===== src/rtl/hw5_seq_pkg.sv =====
// hw5_seq_pkg: shared state type and default parameters for hw5_load_sequencer
package hw5_seq_pkg;
  typedef enum logic [1:0] {IDLE, LOAD, HOLD, DONE} state_t;
  localparam int DEF_DATA_W = 4;
  localparam int DEF_HOLD_CYCLES = 8;
endpackage


===== src/rtl/hw5_rr_arbiter.sv =====
// hw5_rr_arbiter: two-request arbiter; round-robin with HW5_SEQ_RR_EN defined, else fixed priority to requester 0
module hw5_rr_arbiter (
  input  logic clk,
  input  logic rst_n,
  input  logic req0,
  input  logic req1,
  input  logic grant_en,
  output logic sel
);
`ifdef HW5_SEQ_RR_EN
  logic last;
  // on a tie the requester not granted last wins
  always_comb sel = (req0 && req1) ? !last : req1;
  // remember the most recent grant; reset points at requester 1 so requester 0 wins the first tie
  always_ff @(posedge clk or negedge rst_n)
    if (!rst_n) last <= 1'b1;
    else if (grant_en) last <= sel;
`else
  logic unused_ok;
  // requester 0 always wins
  always_comb sel = !req0 && req1;
  assign unused_ok = &{1'b0, clk, rst_n, grant_en};
`endif
endmodule


===== src/rtl/hw5_load_sequencer.sv =====
// hw5_load_sequencer: arbitrates two load requesters onto HW5 Load/Din with a fixed hold window (HW5_SEQ_RR_EN selects round-robin)
module hw5_load_sequencer
  import hw5_seq_pkg::*;
#(
  parameter int DATA_W      = DEF_DATA_W,
  parameter int HOLD_CYCLES = DEF_HOLD_CYCLES
) (
  input  logic              clk,
  input  logic              rst_n,
  input  logic              req0,
  input  logic [DATA_W-1:0] din0,
  input  logic              req1,
  input  logic [DATA_W-1:0] din1,
  output logic              gnt0,
  output logic              gnt1,
  output logic              load,
  output logic [DATA_W-1:0] dout,
  output logic              busy,
  output logic              done
);
  localparam int CW = $clog2(HOLD_CYCLES + 1);
  state_t state, state_nx;
  logic [CW-1:0] cnt, cnt_nx;
  logic arb, sel;
  assign arb = (state == IDLE || state == DONE) && (req0 || req1);
  hw5_rr_arbiter u_arb (
    .clk(clk),
    .rst_n(rst_n),
    .req0(req0),
    .req1(req1),
    .grant_en(arb),
    .sel(sel)
  );
  // next state and hold counter; counter saturates at zero
  always_comb begin
    state_nx = state;
    cnt_nx = cnt;
    if (state == LOAD) begin
      state_nx = HOLD;
      cnt_nx = CW'(HOLD_CYCLES - 1);
    end else if (state == HOLD) begin
      state_nx = (cnt == '0) ? DONE : HOLD;
      cnt_nx = (cnt == '0) ? cnt : cnt - 1'b1;
    end else begin
      state_nx = arb ? LOAD : IDLE;
    end
  end
  // state, counter and registered outputs derived from the next state
  always_ff @(posedge clk or negedge rst_n)
    if (!rst_n) begin
      state <= IDLE;
      cnt <= '0;
      load <= 1'b0;
      gnt0 <= 1'b0;
      gnt1 <= 1'b0;
      dout <= '0;
      busy <= 1'b0;
      done <= 1'b0;
    end else begin
      state <= state_nx;
      cnt <= cnt_nx;
      load <= state_nx == LOAD;
      gnt0 <= arb && !sel;
      gnt1 <= arb && sel;
      busy <= state_nx != IDLE;
      done <= state_nx == DONE;
      if (arb) dout <= sel ? din1 : din0;
    end
endmodule


===== config.mk =====
export PLATFORM = sky130hd
export DESIGN_NAME = hw5_load_sequencer
export DESIGN_NICKNAME = d
export VERILOG_FILES = /design/src/rtl/hw5_seq_pkg.sv /design/src/rtl/hw5_rr_arbiter.sv /design/src/rtl/hw5_load_sequencer.sv
export SDC_FILE = /design/constraint.sdc
export NUM_CORES = 1
export LEC_CHECK = 0
export ABC_CLOCK_PERIOD_IN_PS = 1800
export BUFFER_PORTS_ARGS = -buffer_cell sky130_fd_sc_hd__buf_4
export CAP_MARGIN = 20
export CORE_MARGIN = 8
export CORE_UTILIZATION = 48
export CTS_CLUSTER_DIAMETER = 50
export DETAILED_ROUTE_END_ITERATION = 10
export PLACE_DENSITY_LB_ADDON = 0.3
export RECOVER_POWER = 50
export SLEW_MARGIN = 20
export SYNTH_ARGS = -nofsm -noshare
export SYNTH_HDL_FRONTEND = slang
export SYNTH_HIERARCHICAL = 1
export SYNTH_SLANG_ARGS = --single-unit

===== constraint.sdc =====
create_clock -name clk -period 1.8 [get_ports clk]
set_input_delay 0.09 -clock clk [delete_from_list [all_inputs] [get_ports clk]]
set_output_delay 0.09 -clock clk [all_outputs]
set_load 0.03 [all_outputs]

# Word-level counts from Yosys, hierarchy flattened
# Index checks and enable logic that the tools add are counted.
[word_totals]
register_bits = 15
inputBits = 12
out_inout_bits = 9
wordCells = 36
[op_classes]
add_sub_neg = 1
n_eq_ne = 6
n_mux = 8
reduce_logical = 13
[ops]
columns = ["operator", "n"]
rows = [
  ["$mux W4", 4],
  ["$eq A2 B2 Y1 const B", 3],
  ["$eq A2 B1 Y1 const B", 2],
  ["$logic_and A1 B1 Y1", 4],
  ["$logic_not A4 Y1", 1],
  ["$mux W2", 2],
  ["$reduce_bool A2 Y1", 2],
  ["$sub A4 B1 Y4 const B", 1],
  ["$logic_not A1 Y1", 2],
  ["$logic_not A2 Y1", 1],
  ["$logic_or A1 B1 Y1", 2],
  ["$mux W1", 2],
  ["$ne A2 B2 Y1 const B", 1],
  ["$reduce_and A2 Y1", 1],
]

# Longest topological paths before layout
# Gate-level depths: netlist (run 1).
[depth]
depth_word = 7
ltp_mapped = 6
depth_no_buf = 5

# By module
# Netlist (run 1), hierarchy kept.
[modules_own_cells]
columns = ["module", "instances", "cells_per_inst", "area_per_inst_um2", "seq_area_each_um2"]
rows = [
  ["hw5_load_sequencer", 1, 65, 690.7, 375.4],
  ["hw5_rr_arbiter", 1, 1, 13.8, 0.0],
]

# Least setup slack after synthesis (run 1)
# No wires, ideal clock.
[synth_path]
path_type = "flip-flop to flip-flop"
start = "register cnt[0]"
end = "register load"
setup_ns = 0.066
arrival_time_ns = 1.340
required_time_ns = 1.734
setup_slack_ns = 0.394
stages_incl_launch_ff = 6
n_path_buf = 0
synth_period_minus_slack_ns = 1.406
cell_sequence = "dfrtp_1 > inv_1 > ha_1 > or3b_4 > o22ai_4 > and2_1"
[synth_between]
elab_chain_cells = 5
[synth_lines]
columns = ["item", "line_no", "text"]
rows = [
  ["from (decl)", "hw5_load_sequencer.sv:23", "logic [CW-1:0] cnt, cnt_nx;"],
  ["from (signal assigned)", "hw5_load_sequencer.sv:61", "cnt <= cnt_nx;"],
  ["$logic_not A4 Y1", "hw5_load_sequencer.sv:42", "state_nx = (cnt == '0) ? DONE : HOLD;"],
  ["$mux W1", "hw5_load_sequencer.sv:42", ""],
  ["$mux W2", "hw5_load_sequencer.sv:41", "end else if (state == HOLD) begin"],
  ["$mux W2", "hw5_load_sequencer.sv:38", "if (state == LOAD) begin"],
  ["named net state_nx[0]", "hw5_load_sequencer.sv:22", "state_t state, state_nx;"],
  ["$eq A2 B1 Y1", "hw5_load_sequencer.sv:62", "load <= state_nx == LOAD;"],
  ["to (signal assigned)", "hw5_load_sequencer.sv:53", "load <= 1'b0;"],
  ["to (signal assigned)", "hw5_load_sequencer.sv:62", ""],
  ["to (decl)", "hw5_load_sequencer.sv:16", "output logic load,"],
]
# The timed path passes the listed nets, and every way through them passes these cells.
# A chain may end at the register's enable or synchronous reset.

# Worst setup path in the final report (run 1)
# Same ends and word-level chain as after synthesis.

==> results of run 1 <==
==> cells in the final DEF, fill, tap and decap left out, drive strengths merged, types with 3 or more instances in the layout <==
cell / synthesis / final
buf: 1 / 15
clkbuf: 1 / 9
dfrtp: 15 / 15
ha: 3 / 3
inv: 7 / 7
mux2i: 4 / 4
nand2: 6 / 6
nor2: 4 / 4
nor3: 3 / 3
o21ai: 7 / 7
==> power groups by stage <==
stage | logic, W | clock network [W] | registers [W]
2_1_floorplan | 0.000482 | 0 | 0.000706
3_3_place_gp | 0.000855 | 0 | 0.000559
3_5_place_dp | 0.000884 | 0 | 0.000567
4_1_cts | 0.000893 | 0.000196 | 0.000560
5_1_grt | 0.000954 | 0.000208 | 0.000574
6_report | 0.000856 | 0.000191 | 0.000557
==> final timing paths <==
check	slack, ns	depth (start not counted)	from	endpoint
setup / recovery	0.29	5	cnt[0]$_DFFE_PN0P_	load$_DFF_PN0_
hold / removal	0.09	3	din0[3]	dout[3]$_DFFE_PN0N_
setup reg to reg	0.29	5	cnt[0]$_DFFE_PN0P_	load$_DFF_PN0_
hold reg to reg	0.49	2	dout[0]$_DFFE_PN0N_	dout[0]$_DFFE_PN0N_
max in group asynchronous	0.93	2	rst_n	cnt[1]$_DFFE_PN0P_
min in group asynchronous	0.39	2	rst_n	dout[3]$_DFFE_PN0N_
==> state kept, by name (all words and copies together) (netlist names) <==
register / count
busy: 1
cnt: 4
done: 1
dout: 4
gnt0: 1
gnt1: 1
load: 1
state: 2
==> worst max-delay path, stage by stage, from the launching register on <==
cell and delay [ns]:
dfrtp_1 0.40, inv_1 0.08, ha_1 0.21, or3b_4 0.44, o22ai_4 0.19, and2_1 0.14
==> final cells by class <==
cell class | instances | area (sq um)
sequential | 15 | 375.4
fill | 126 | 553.0
clock buffer | 4 | 26.28
inverter | 7 | 26.28
multi-input combinational | 42 | 294.0
tap | 16 | 20.02
timing repair buffer | 21 | 141.4
==> through the flow <==
stage / utilization / instance area, sq um
2_1_floorplan: - / 704.4
3_3_place_gp: 0.6028 / 865.8
3_5_place_dp: 0.6028 / 865.8
4_1_cts: 0.6280 / 902.1
5_1_grt: 0.6150 / 883.3
6_report: 0.6150 / 883.3
==> timing repair <==
action | 4_1_cts | 5_1_grt
endpoints found under the hold margin | 15 | 0
resized for setup | 0 | 0
hold buffers | 1 | 0
==> routing by layer <==
metal | part of all wire | GRT usage | routed length (um) | vias up
li1 | - | - | - | 267
met1 | 0.37 | 0.1154 | 536 | 263
met2 | 0.55 | 0.1908 | 799 | 11
met3 | 0.059 | 0.02717 | 85 | 4
met4 | 0.020 | 0.04918 | 29 | 0
met5 | 0 | 0 | 0 | -
==> cells by family after synthesis <==
kind of cell               share of synthesized area
AOI/OAI and AO/OA                             0.1439
adders and majority gates                    0.05329
buffers and inverters                        0.04973
DFF                                           0.5329
muxes                                        0.05684
and+or+nand+nor                               0.1634
==> impl_metrics.yaml, run 1 <==
outcome:
  status: "finished clean"
sta:
  min_period_ns: 1.514
  final_hold_viol_count: 0
  holdWs_ns: 0.09027
  worst_slack_ns: 0.2861
  fmax_mhz: 660.5
  setup_tns_ns: 0
  setup_viol: 0
  fin_crit_sh: 0.8411
  worstMarginPinSlew_ns: 0.7809
  slew_viol_final: 0
  maxSlewHeadroom: 0.4794
  rsz0062_at_grt: "false"
  finClkSkew_ns: 0.001449
grt:
  grt-ovfl-total: 0
  track_usage: 0.1069
  grt_pass1_vias: 546
  antenna_found_initial: 0
  grt_max_degree: 16
  grt_pass1_wl_um: 2297
routing:
  first_pass_iters: 4
  drc: 0
  first_iter_violations: 13
  detail-route-antenna-nets: 0
  via_per_inst: 5.190
  wl_um: 1450
  post_drt_wl_per_cell_um: 13.81
  vias: 545
synth:
  syn_nets: 81
  ys_seq_area_frac: 0.5329
  synth_area_sq_um: 704.4
  synth_edf_count: 0
  syn-instance-count: 66
  synth_largest_area_cell: "dfrtp_1"
  synthFlopType: "dfrtp_1"
  synth_seq_cells: 15
  ys_async_sr_fraction: 1.000
  yosys.cell_types.count: 23
  ys_top_cells_by_area: "dfrtp_1 53%, mux2i_1 5.7%, ha_1 5.3%, o21ai_0 4.3%, inv_1 3.7%"
  yosys-top-cells-count: "15 x dfrtp_1, 7 x inv_1, 6 x nand2_1, 6 x o21ai_0"
  synth-warning-count: 6
  yosysMostFrequentCell: "dfrtp_1"
  avgSynthCellArea_sq_um: 10.67
  yosysTopAreaCellShare: 0.5329
setup_path:
  crit_fanout: 6
  cp.arrival_ns: 1.74
  cp-end-kind: "flop"
  start_kind: "flop"
  path_class: "reg2reg"
  cp.required_ns: 2.03
floorplan:
  row_count: 14
  start_util: 0.4904
  die_w_um: 54.31
  die_h_um: 54.31
  dieArea_sq_mm: 0.002950
  core_area_sq_mm: 0.001436
  num_io_pins: 21
clock_network:
  cts_tree: "yes"
  post-cts-setup-buffers: 0
  clk_path_buf_depth: 2
  root_buffer: "clkbuf_4"
  htree_levels: 1
  clock_sinks: 15
  clk_latency_ns: 0.28
  numCtsBuffers: 3
  cts.reportedPaths.clkPinSlew_ns: 0.08
placed_design:
  place_ws_ns: 0.3103
  portBuffers: 20
  dp_hpwl_um: 1107
  dp.cells: 100
  gp_congestion: 0.7649
cells_and_area:
  drive_above_1_share: 0.2584
  area_growth_syn_to_layout_pct: 25.40
  final_nets: 105
  antennaDiodeCount: 0
  fin_cells: 105
pwr:
  ir_drop_mv: 0.9058
  clockPowerShare: 0.119
  swShare: 0.4449
  intPower_w: 0.0008904
  power_density_mw_per_mm2: 1816
  power_frac_seq: 0.347
  power_w: 0.001604
  p_leak_nw: 0.4344
  p_sw_w: 0.0007137
  comb_power_share: 0.534
hold_path:
  hold_path.class: "in2reg"
job:
  cap_violations: 0
(Power assumes the default switching activity.)
==> run 2, diff against run 1 <==
- ABC_CLOCK_PERIOD_IN_PS: 1800 -> 1300
- CORE_UTILIZATION: 48 -> 43
- clock period: 1.8 -> 1.3 ns (I/O delays scaled with it)
==> impl_metrics.yaml, run 2 (synthesized netlist as in run 1, its figures left out) <==
outcome:
  status: "finished, violations left"
  violations: "setup timing"
placed_design:
  placed_area_sq_um: 928.4
  portBuffers: 20
  dp_hpwl_um: 1199
  gp_congestion: 0.8003
sta:
  worstMarginPinSlew_ns: 0.7950
  worst_slack_ns: -0.1183
  fin_crit_sh: 1.091
  final_hold_viol_count: 0
  holdWs_ns: 0.06729
  slew_viol_final: 0
  rsz0062_at_grt: "true"
  maxSlewHeadroom: 0.4700
  min_period_ns: 1.418
  fmax_mhz: 705.1
  setup_viol: 4
  finClkSkew_ns: 0.002444
pwr:
  ir_drop_mv: 1.514
  power_density_mw_per_mm2: 2674
  clockPowerShare: 0.090
  comb_power_share: 0.636
  intPower_w: 0.001677
  power_w: 0.002874
  p_sw_w: 0.001196
  swShare: 0.4163
  power_frac_seq: 0.275
  p_leak_nw: 0.5236
clock_network:
  root_buffer: "clkbuf_4"
  cts.reportedPaths.clkPinSlew_ns: 0.09
  numCtsBuffers: 3
  cts_tree: "yes"
  clk_latency_ns: 0.27
  clock_sinks: 15
  htree_levels: 1
  clk_path_buf_depth: 2
hold_path:
  hold_path.class: "in2reg"
setup_path:
  path_delay_family: "simple AND/OR/NAND/NOR gates"
  cp.required_ns: 1.52
  cp.buffers_inverters: 1
  crit_path_cell_trace: "inv_2 > ha_4 > or3b_4 > o22ai_4 > and2_4"
  cpMaxStageDelayCell: "or3b_4"
  path_class: "reg2reg"
  max_stage_delay_ns: 0.42
  crit_fanout: 6
  cp.arrival_ns: 1.64
  cp-end-kind: "flop"
  start_kind: "flop"
grt:
  grt_max_degree: 16
  grt-ovfl-total: 0
  use_met2: 0.1787
  grt_pass1_vias: 621
  use_met3: 0.03146
  use_met1: 0.1089
  track_usage: 0.1031
  antenna_found_initial: 0
  busiest_layer: "met2"
  grt_pass1_wl_um: 2725
routing:
  vias: 595
  post_drt_wl_per_cell_um: 14.22
  first_iter_violations: 10
  via_per_inst: 5.042
  wl_um: 1678
  first_pass_iters: 4
  drc: 0
  detail-route-antenna-nets: 0
cells_and_area:
  final_nets: 118
  layout_common_cells: "30 x buf_4, 15 x dfrtp_1, 6 x nand2_1"
  multi_input_area_sq_um: 365.4
  antennaDiodeCount: 0
  regArea_sq_um: 375.4
  area_growth_syn_to_layout_pct: 52.58
  num-fill-cells: 110
  top_regs: "cnt: 4 flops, dout: 4 flops, state: 2 flops"
  drive_above_1_share: 0.5294
  final_common_cell: "buf_4"
  post-route-cell-area_sq_mm: 0.001075
floorplan:
  die_h_um: 56.48
  die_w_um: 56.48
  start_util: 0.4622
  dieArea_sq_mm: 0.003189
  row_count: 14
  core_area_sq_mm: 0.001524
  num_io_pins: 21
job:
  cap_violations: 0
-- run 2: cell count changes in the layout (fill, tap and decap cells not counted), sizes merged --
cell and delta:
clkbuf -4, buf +17
-- run 2: stage by stage --
step,setup slack (ns),TNS [ns],instances,util
after floorplan,-0.07955,-0.3019,66,-
after global placement,-0.1032,-0.3746,108,0.6092
after detailed placement,-0.1257,-0.7159,108,0.6092
after CTS,-0.1357,-0.5126,115,0.6683
after global routing,-0.1679,-0.6190,118,0.7053
final,-0.1183,-0.3692,118,0.7053
-- run 2: worst paths after layout --
kind | startpoint | endpoint | slack, ns | depth (start not counted)
setup / recovery | cnt[0]$_DFFE_PN0P_ | load$_DFF_PN0_ | -0.12 | 5
hold / removal | din0[3] | dout[3]$_DFFE_PN0N_ | 0.07 | 3
setup reg to reg | cnt[0]$_DFFE_PN0P_ | load$_DFF_PN0_ | -0.12 | 5
hold reg to reg | dout[2]$_DFFE_PN0N_ | dout[2]$_DFFE_PN0N_ | 0.49 | 2
max in group asynchronous | rst_n | state[0]$_DFF_PN0_ | 0.43 | 2
min in group asynchronous | rst_n | cnt[0]$_DFFE_PN0P_ | 0.38 | 2
-- run 2: final cells by class --
class	instances	share of cell area
flip-flops and latches	15	0.3492
well taps	16	0.01863
inverters	7	0.02445
multi-input cells	42	0.3399
repair buffers	34	0.2433
clock buffers	4	0.02445
-- run 2: metal layers --
metal	vias up	routed length, um	part of all wire
met4	0	9	0.0054
met5	-	0	0
met3	2	99	0.059
met2	14	927	0.55
met1	287	641	0.38
li1	292	-	-
-- run 2: worst register-to-register path, cell delays in order, from the launching register on --
cell and delay [ns]:
dfrtp_1 0.40, inv_2 0.09, ha_4 0.12, or3b_4 0.42, o22ai_4 0.18, and2_4 0.16
-- run 2: power by group through the flow --
stage	combinational [W]	clock [W]	sequential, W
CTS	0.00164	0.000275	0.000773
global route	0.00198	0.000296	0.000810
detailed placement	0.00143	0	0.000775
floorplan	0.000671	0	0.000978
global placement	0.00139	0	0.000765
finish	0.00183	0.000257	0.000789
-- run 2: repair_timing --
item / CTS / global route
hold buffers: 1 / 0
resized for setup: 7 / 14
buffers inserted: 2 / 5
endpoints found under the hold margin: 15 / 0
endpoints found under the setup margin: 12 / 7
pin swaps: 3 / 8
